===== src/rtl/alarm_controller.sv =====
// alarm_controller
// Holds the programmable alarm time and day mask. Compares them against the
// running current-time word every cycle. Runs the ring / snooze /
// auto-silence state machine that drives the buzzer. Snooze and ring
// durations are counted in clock minutes, which are detected as changes in
// the minute field of the incoming time word.

module alarm_controller #(
    parameter int SNOOZE_MIN = 5,
    parameter int RING_MIN   = 10
) (
    input  logic        Clk,
    input  logic        Clr_AL,
    input  logic [14:0] CT,
    input  logic [11:0] ATI,
    input  logic [6:0]  DMI,
    input  logic        LD_AT,
    input  logic        EN_AL,
    input  logic        SNZ,
    input  logic        OFF,
    output logic [11:0] ATO,
    output logic [6:0]  DMO,
    output logic        RING,
    output logic [1:0]  ST,
    output logic        AT_ERR
);

    typedef enum logic [1:0] {
        S_DISARMED = 2'b00,
        S_ARMED    = 2'b01,
        S_RINGING  = 2'b10,
        S_SNOOZE   = 2'b11
    } state_t;

    localparam logic [3:0] SNOOZE_LEN = 4'(SNOOZE_MIN);
    localparam logic [3:0] RING_LEN   = 4'(RING_MIN);

    state_t     state;
    logic [3:0] ring_cnt;
    logic [3:0] snz_cnt;
    logic [3:0] ring_inc;
    logic [3:0] snz_dec;
    logic       match;
    logic       match_q;
    logic       trigger;
    logic [6:0] ct_q;
    logic       primed;
    logic       minute_evt;
    logic       snz_q;
    logic       off_q;
    logic       snz_edge;
    logic       off_edge;
    logic       ati_legal;
    logic [7:0] dmo_ext;

    // Alarm compare, legality of the load value and all single-cycle events
    always_comb begin
        dmo_ext    = {1'b0, DMO};
        ati_legal  = (ATI[3:0] <= 4'd9) && (ATI[6:4] <= 3'd5) && (ATI[11:7] <= 5'd23);
        match      = (CT[11:0] == ATO) && dmo_ext[CT[14:12]];
        trigger    = match && !match_q;
        minute_evt = primed && (CT[6:0] != ct_q);
        snz_edge   = SNZ && !snz_q;
        off_edge   = OFF && !off_q;
        ring_inc   = ring_cnt + 4'd1;
        snz_dec    = snz_cnt - 4'd1;
    end

    assign ST = state;

    // Alarm time and day mask storage; an illegal time leaves them untouched and flags the error
    always_ff @(posedge Clk or posedge Clr_AL) begin
        if (Clr_AL) begin
            ATO    <= 12'd0;
            DMO    <= 7'd0;
            AT_ERR <= 1'b0;
        end else if (LD_AT) begin
            if (ati_legal) begin
                ATO    <= ATI;
                DMO    <= DMI;
                AT_ERR <= 1'b0;
            end else begin
                AT_ERR <= 1'b1;
            end
        end
    end

    // History registers for match, minute field and buttons; primed masks the first post-reset compare
    always_ff @(posedge Clk or posedge Clr_AL) begin
        if (Clr_AL) begin
            match_q <= 1'b0;
            ct_q    <= 7'd0;
            primed  <= 1'b0;
            snz_q   <= 1'b0;
            off_q   <= 1'b0;
        end else begin
            match_q <= match;
            ct_q    <= CT[6:0];
            primed  <= 1'b1;
            snz_q   <= SNZ;
            off_q   <= OFF;
        end
    end

    // Alarm state machine with registered buzzer output; EN_AL dominates, then OFF, then SNZ
    always_ff @(posedge Clk or posedge Clr_AL) begin
        if (Clr_AL) begin
            state    <= S_DISARMED;
            RING     <= 1'b0;
            ring_cnt <= 4'd0;
            snz_cnt  <= 4'd0;
        end else begin
            case (state)
                S_DISARMED: begin
                    RING <= 1'b0;
                    if (EN_AL) begin
                        state <= S_ARMED;
                    end
                end
                S_ARMED: begin
                    if (!EN_AL) begin
                        state <= S_DISARMED;
                        RING  <= 1'b0;
                    end else if (trigger) begin
                        state    <= S_RINGING;
                        RING     <= 1'b1;
                        ring_cnt <= 4'd0;
                    end
                end
                S_RINGING: begin
                    if (!EN_AL) begin
                        state <= S_DISARMED;
                        RING  <= 1'b0;
                    end else if (off_edge) begin
                        state <= S_ARMED;
                        RING  <= 1'b0;
                    end else if (snz_edge) begin
                        state   <= S_SNOOZE;
                        RING    <= 1'b0;
                        snz_cnt <= SNOOZE_LEN;
                    end else if (minute_evt && (ring_cnt < RING_LEN)) begin
                        ring_cnt <= ring_inc;
                        if (ring_inc == RING_LEN) begin
                            state <= S_ARMED;
                            RING  <= 1'b0;
                        end
                    end
                end
                S_SNOOZE: begin
                    if (!EN_AL) begin
                        state <= S_DISARMED;
                        RING  <= 1'b0;
                    end else if (off_edge) begin
                        state <= S_ARMED;
                        RING  <= 1'b0;
                    end else if (minute_evt && (snz_cnt != 4'd0)) begin
                        snz_cnt <= snz_dec;
                        if (snz_dec == 4'd0) begin
                            state    <= S_RINGING;
                            RING     <= 1'b1;
                            ring_cnt <= 4'd0;
                        end
                    end
                end
                default: begin
                    state <= S_DISARMED;
                    RING  <= 1'b0;
                end
            endcase
        end
    end

endmodule


===== config.mk =====
export PLATFORM = sky130hd
export DESIGN_NAME = alarm_controller
export DESIGN_NICKNAME = d
export VERILOG_FILES = /design/src/rtl/alarm_controller.sv
export SDC_FILE = /design/constraint.sdc
export NUM_CORES = 1
export LEC_CHECK = 0
export ABC_AREA = 1
export CORE_MARGIN = 2
export CORE_UTILIZATION = 52
export DETAILED_ROUTE_END_ITERATION = 8
export HOLD_SLACK_MARGIN = 0.15
export PLACE_DENSITY_LB_ADDON = 0.12
export SLEW_MARGIN = 20
export SYNTH_ARGS = -nofsm -noshare
export SYNTH_HDL_FRONTEND = slang
export SYNTH_SLANG_ARGS = --single-unit

===== constraint.sdc =====
create_clock -name Clk -period 2.7 [get_ports Clk]
set_input_delay 0.405 -clock Clk [delete_from_list [all_inputs] [get_ports Clk]]
set_output_delay 0.405 -clock Clk [all_outputs]
set_load 0.02 [all_outputs]

==> results of run 1 <==
-- worst paths after layout --
path / slack (ns) / endpoint / depth (start not counted) / startpoint
max: 0.78 / DMO[0] / 6 / ATI[6]
min in group asynchronous: 0.55 / ATO[7] / 3 / Clr_AL
max reg2reg: 0.89 / ST[1] / 10 / snz_cnt[0]
min: 0.47 / RING / 2 / RING
max in group asynchronous: 1.78 / off_q / 3 / Clr_AL
min reg2reg: 0.47 / RING / 2 / RING
-- synth_stat cells --
library cell               number
sky130_fd_sc_hd__nand2_1       83
sky130_fd_sc_hd__dfrtp_1       42
sky130_fd_sc_hd__inv_1         42
sky130_fd_sc_hd__nor2_1        31
sky130_fd_sc_hd__nand3_1       21
sky130_fd_sc_hd__a21oi_1       12
sky130_fd_sc_hd__o21ai_0       10
sky130_fd_sc_hd__inv_2          6
sky130_fd_sc_hd__mux2_2         6
sky130_fd_sc_hd__xnor2_1        6
sky130_fd_sc_hd__xor2_1         6
sky130_fd_sc_hd__mux2_4         5
sky130_fd_sc_hd__ha_1           4
sky130_fd_sc_hd__nand2_2        3
sky130_fd_sc_hd__nor2_4         3
sky130_fd_sc_hd__and2_1         2
sky130_fd_sc_hd__nand3b_1       2
sky130_fd_sc_hd__nand4_1        2
sky130_fd_sc_hd__o21ai_1        2
sky130_fd_sc_hd__buf_2          1
sky130_fd_sc_hd__buf_6          1
sky130_fd_sc_hd__conb_1         1
sky130_fd_sc_hd__nand3_2        1
sky130_fd_sc_hd__nor2_2         1
sky130_fd_sc_hd__nor3_1         1
sky130_fd_sc_hd__nor4_1         1
sky130_fd_sc_hd__o31ai_1        1
sky130_fd_sc_hd__or2_2          1
-- worst min-delay path, cell delays in order, from the launching register on --
cell and delay [ns]:
sky130_fd_sc_hd__dfrtp_1 0.35, sky130_fd_sc_hd__nand2_1 0.05, sky130_fd_sc_hd__nand2_1 0.05
-- routing by layer --
metal	wire length, µm	global-route usage (%)	vias to the layer above
met5	0	0	-
met4	50	5.45	0
met3	281	5.98	7
met2	2510	38.0	55
met1	2280	29.8	947
li1	-	-	1058
-- state kept, by name (all words and copies together), names as in the netlist --
register,flops
ST,2
match_q,1
snz_cnt,4
off_q,1
ring_cnt,4
primed,1
ATO,12
RING,1
AT_ERR,1
snz_q,1
DMO,7
ct_q,7
-- layout make-up --
| type | count | area [µm²] |
|---|---|---|
| clock buffer | 7 | 76.3 |
| clock inverter | 1 | 30.0 |
| fill | 334 | 1230 |
| inverter | 48 | 180 |
| multi-input combinational | 205 | 1090 |
| sequential | 42 | 1050 |
| tap | 52 | 65.1 |
| timing repair buffer | 64 | 636 |
-- kinds of logic (layout without fill, tap and decap cells) --
logic type               count (synthesis)  count (layout)  synth area share, %
AO/OA/AOI/OAI                           25              25                 5.46
XOR/XNOR                                12              12                 4.50
adder cells (fa/ha/maj)                  4               4                 2.14
buffers and inverters                   50             120                 8.41
flip-flops                              42              42                 45.0
multiplexers                            11              11                 6.11
other                                    1               1                0.161
AND/OR/NAND/NOR                        152             152                 28.2
-- where the power goes --
part | internal (mW) | switching (mW) | total, mW
Clock | 0.277 | 0.218 | 0.495
Combinational | 0.410 | 0.510 | 0.920
Sequential | 0.747 | 0.107 | 0.854
==> results.json, run 1 <==
{
  "worstPathBufferInverterCount": 1,
  "vdd_drop_max_uv": 476,
  "number_of_buffers_added_on_ports": 62,
  "detailed_place_hpwl_um": 4000,
  "number_of_rows_in_the_core_area": 24,
  "dp_slack_ns": 0.480,
  "numPlacedInstances": 411,
  "synth_cells": 297,
  "min_path_type": "register to register",
  "post_drt_wl_per_cell_um": 12.2,
  "fin_crit_sh_pct": 71.1,
  "route.antenna.remaining_nets": 0,
  "antenna_found_initial": 0,
  "hold_viol_final": 0,
  "fmax_mhz": 521,
  "cp_data_required_time_ns": 2.89,
  "clock_tree_sinks": 42,
  "layout-drive-gt1-share_pct": 9.26,
  "gp_routability_congestion": 0.798,
  "synth_largest_area_cell": "sky130_fd_sc_hd__dfrtp_1",
  "route.detailed.vias_per_inst": 4.93,
  "timing.max_slew.rel_slack_pct": 57.7,
  "grt_pass1_vias": 2074,
  "worst_clock_skew_ns": 0.00461,
  "ctsHtreeMaxLevel": 2,
  "cts-buffers-inserted": 5,
  "yosysWarnings": 0,
  "drtIter0Drc": 158,
  "placed_area_um2": 3020,
  "leakage_nw": 1.58,
  "placeableCoreArea_um2": 4350,
  "synth_top_cells_by_area": "sky130_fd_sc_hd__dfrtp_1 45%, sky130_fd_sc_hd__nand2_1 13%, sky130_fd_sc_hd__inv_1 6.7%",
  "die_extent_in_x_um": 71.0,
  "setup_viol": 0,
  "cts_root_buf": "sky130_fd_sc_hd__clkbuf_8",
  "cts_repair_resize_count": 0,
  "firstDrtPassIters": 4,
  "via_count": 2067,
  "crit_type": "primary input to register",
  "synth_area_per_cell_um2": 7.87,
  "area.growth.synth_to_final_pct": 33.9,
  "run_status": "finished, final reports clean",
  "yosys.cell_types.count": 28,
  "crit_slowest_cell": "sky130_fd_sc_hd__nor2_4",
  "wirelength_um": 5130,
  "worstMarginPinSlew_ns": 0.632,
  "synth.cell_area_um2": 2340,
  "floorplan.die.height_um": 71.0,
  "endpoint_kind": "register",
  "timing_max_transition_violations_final": 0,
  "post_layout_nets": 410,
  "die-area_um2": 5040,
  "total_power_density_per_cell_area_nw_per_um2": 726,
  "path_delay_family": "simple AND/OR/NAND/NOR gates",
  "crit_arrival_ns": 2.11,
  "cts.clk_slew.worst_paths_ns": 0.08,
  "most-common-layout-cells": "83 x sky130_fd_sc_hd__nand2_1, 62 x sky130_fd_sc_hd__clkdlybuf4s50_1, 42 x sky130_fd_sc_hd__dfrtp_1",
  "critical_path.max_stage_delay_ns": 0.52,
  "finalHoldWorstSlack_ns": 0.474,
  "clock_tree_from_tritoncts": "done",
  "grt_setup_unrepaired": "false",
  "cts-hold-fix-buffers": 0,
  "fin_util_pct": 71.8,
  "synth_top_area_share_pct": 45.0,
  "stdcell_area_um2": 3130,
  "floorplan.io_pins": 63,
  "grt_start_max_net_pins": 43,
  "register_bit_count_reported_by_yosys": 42,
  "critical_path.max_fanout": 24,
  "max-cap-violations": 0,
  "n_antenna_cell": 0,
  "start_kind": "primary input",
  "instances_no_fill": 419,
  "drc": 0,
  "finalWorstSetupSlack_ns": 0.780,
  "globalRouteTotalUtil_pct": 22.7,
  "synth_sequential_area_ratio_pct": 45.0,
  "clkLatencyLatePin_ns": 0.30,
  "cts_setup_buffers": 0,
  "clock_tree.buffer_depth": 2,
  "initial_core_util_pct": 53.6,
  "total_power_mw": 2.27,
  "timing.critical_path.cells": "clkdlybuf4s50_1, nand2_1, nand3_1, nor2_1, nor2_4, mux2_2",
  "grt.overflow.total": 0,
  "grt_first_pass_wirelength_um": 9060,
  "fin_setup_tns_ns": 0,
  "final_common_cell": "sky130_fd_sc_hd__nand2_1",
  "synth_nets": 341,
  "min_period_ns": 1.92
}
Note: power is estimated with default switching activity, not from simulation.
==> run 2, diff against run 1 <==
Settings changed: CORE_UTILIZATION 52 to 44.
Clock period 2.7 ns to 1.6 ns, I/O delays scaled along.
==> run 2 against run 1 <==
  * The run now ends with setup timing left
  * Non-clock buffer count grew 34
  * Cell area up 14%
  * First-iteration DRC count fell by 64%
  * Sequential power is 70% higher
  * Die area increased by 17%
  * Sequential share of layout area down 4.1 points
  * Clock-buffer cell count down 1
  * Clock skew increased by 0.0059 ns
  * Utilization fell by 2.0 points
  * Global-route usage down 2.5 points
  * Setup slack worse by 0.84 ns
==> results.json, run 2 (synthesized netlist as in run 1, its figures left out) <==
{
  "cts-hold-fix-buffers": 0,
  "detailed_place_hpwl_um": 4180,
  "crit_type": "register to register",
  "grt_pass1_vias": 2283,
  "layout-drive-gt1-share_pct": 24.5,
  "via_count": 2197,
  "die-area_um2": 5910,
  "comb_power_share_pct": 46.8,
  "route.antenna.remaining_nets": 0,
  "timing.critical_path.cells": "inv_2, ha_4, xor2_2, o21ai_2, nand2_2, inv_2, nand2_4, nor2_4, nand2_2, nand2_1, nand2_1",
  "sequential_power_share_pct": 33.4,
  "finalWorstSetupSlack_ns": -0.0585,
  "drtIter0Drc": 57,
  "grt_first_pass_wirelength_um": 9740,
  "fin_crit_sh_pct": 104,
  "firstDrtPassIters": 4,
  "floorplan.die.height_um": 76.9,
  "critical_path.max_stage_delay_ns": 0.38,
  "cts.clk_slew.worst_paths_ns": 0.08,
  "gp_routability_congestion": 0.849,
  "initial_core_util_pct": 45.7,
  "filler_cell_count": 447,
  "die_extent_in_x_um": 76.9,
  "clock_tree_sinks": 42,
  "crit_arrival_ns": 1.84,
  "power_frac_clock_pct": 19.8,
  "start_kind": "register",
  "drc": 0,
  "vdd_drop_max_uv": 634,
  "fin_setup_tns_ns": -0.280,
  "cts_root_buf": "sky130_fd_sc_hd__clkbuf_8",
  "wirelength_um": 5660,
  "post_layout_nets": 444,
  "ctsHtreeMaxLevel": 2,
  "antenna_found_initial": 0,
  "leakage_nw": 1.87,
  "failing_checks": "setup timing",
  "clkLatencyLatePin_ns": 0.30,
  "hold_viol_final": 0,
  "final_common_cell": "sky130_fd_sc_hd__nand2_1",
  "switching_power_of_the_nets_mw": 1.58,
  "area.growth.synth_to_final_pct": 52.5,
  "endpoint_kind": "register",
  "fin_util_pct": 69.8,
  "worst_clock_skew_ns": 0.0105,
  "clock_tree.buffer_depth": 2,
  "grt_start_max_net_pins": 43,
  "cp_data_required_time_ns": 1.78,
  "dp_slack_ns": -0.389,
  "fmax_mhz": 603,
  "critical_path.max_fanout": 5,
  "grt_setup_unrepaired": "true",
  "number_of_rows_in_the_core_area": 26,
  "placeableCoreArea_um2": 5110,
  "instances_no_fill": 470,
  "run_status": "complete, but fails checks",
  "top_register": "ATO",
  "post_drt_wl_per_cell_um": 12.0,
  "globalRouteTotalUtil_pct": 20.3,
  "n_antenna_cell": 0,
  "largest_reg_flops": 12,
  "most-common-layout-cells": "77 x sky130_fd_sc_hd__nand2_1, 45 x sky130_fd_sc_hd__clkdlybuf4s50_1, 42 x sky130_fd_sc_hd__dfrtp_1",
  "p_int_mw": 2.76,
  "biggestRegsByFlops": "ATO x12, DMO x7, ct_q x7",
  "clock_tree_from_tritoncts": "done",
  "total_power_density_per_cell_area_nw_per_um2": 1220,
  "cts-buffers-inserted": 5,
  "numPlacedInstances": 449,
  "min_period_ns": 1.66,
  "floorplan.io_pins": 63,
  "setup_viol": 6,
  "route.detailed.vias_per_inst": 4.67,
  "grt.overflow.total": 0,
  "min_path_type": "primary input to register",
  "p_sw_share_pct": 36.4,
  "total_power_mw": 4.33,
  "crit_slowest_cell": "sky130_fd_sc_hd__dfrtp_1",
  "number_of_buffers_added_on_ports": 62,
  "timing_max_transition_violations_final": 0,
  "max-cap-violations": 0
}
run 2: cell count changes in the layout (fill, tap and decap cells not counted), sizes merged:
cell,delta
dlymetal6s2s,+9
clkdlybuf4s50,-17
dlygate4sd2,+6
clkbuf,-1
buf,+36
run 2: power by group through the flow:
stage | Clock [mW] | Combinational (mW) | Sequential (mW)
6_report | 0.859 | 2.03 | 1.45
5_1_grt | 0.915 | 2.23 | 1.49
4_1_cts | 0.880 | 1.85 | 1.45
3_5_place_dp | 0 | 1.71 | 1.46
3_3_place_gp | 0 | 1.66 | 1.46
2_1_floorplan | 0 | 0.831 | 1.59
run 2: area by class of cell:
| class | count | area (µm²) | area share (%) |
|---|---|---|---|
| clock buffers | 6 | 82.6 | 2.32 |
| repair buffers | 98 | 937 | 26.3 |
| inverters | 48 | 180 | 5.06 |
| well taps | 70 | 87.6 | 2.46 |
| multi-input cells | 205 | 1190 | 33.5 |
| flip-flops and latches | 42 | 1050 | 29.5 |
| clock inverters | 1 | 30.0 | 0.843 |
run 2: worst max-delay path: cells and delay by family, from the launching register on:
family	cells	cell delay (ns)
xor gates and xnor gates	1	0.15
adders and majority gates	1	0.17
DFF	1	0.38
AOI/OAI and AO/OA	1	0.16
and+or+nand+nor	6	0.52
buffers and inverters	2	0.15
run 2: stage by stage:
step | cell area, µm² | hold WS [ns]
2_1_floorplan | 2340 | 0.271
3_3_place_gp | 3210 | 0.457
5_1_grt | 3560 | 0.153
6_report | 3560 | 0.147
4_1_cts | 3410 | 0.262
3_5_place_dp | 3210 | 0.467
run 2: path summary, 6_finish.rpt:
| check | slack (ns) | endpoint | start | cells past startpoint |
|---|---|---|---|---|
| hold / removal | 0.15 | ct_q[2] | CT[2] | 1 |
| hold reg to reg | 0.49 | RING | RING | 2 |
| setup reg to reg | -0.06 | ring_cnt[1] | snz_cnt[1] | 11 |
| setup / recovery | -0.06 | ring_cnt[1] | snz_cnt[1] | 11 |
| max in group asynchronous | 1.12 | ATO[2] | Clr_AL | 3 |
| min in group asynchronous | 0.27 | primed | Clr_AL | 3 |
run 2: timing repair:
item / in CTS / in global routing
resized for setup: 15 / 36
buffers inserted: 7 / 7
setup endpoints to repair: 24 / 15
pin swaps: 12 / 19
gates cloned: 0 / 0
run 2: metal layers:
| metal | up-vias | share of wire, % | global-route usage [%] |
|---|---|---|---|
| met3 | 10 | 5.5 | 5.29 |
| li1 | 1128 | - | - |
| met2 | 55 | 51 | 37.4 |
| met5 | - | 0 | 0 |
| met1 | 1004 | 42 | 23.1 |
| met4 | 0 | 1.5 | 5.09 |
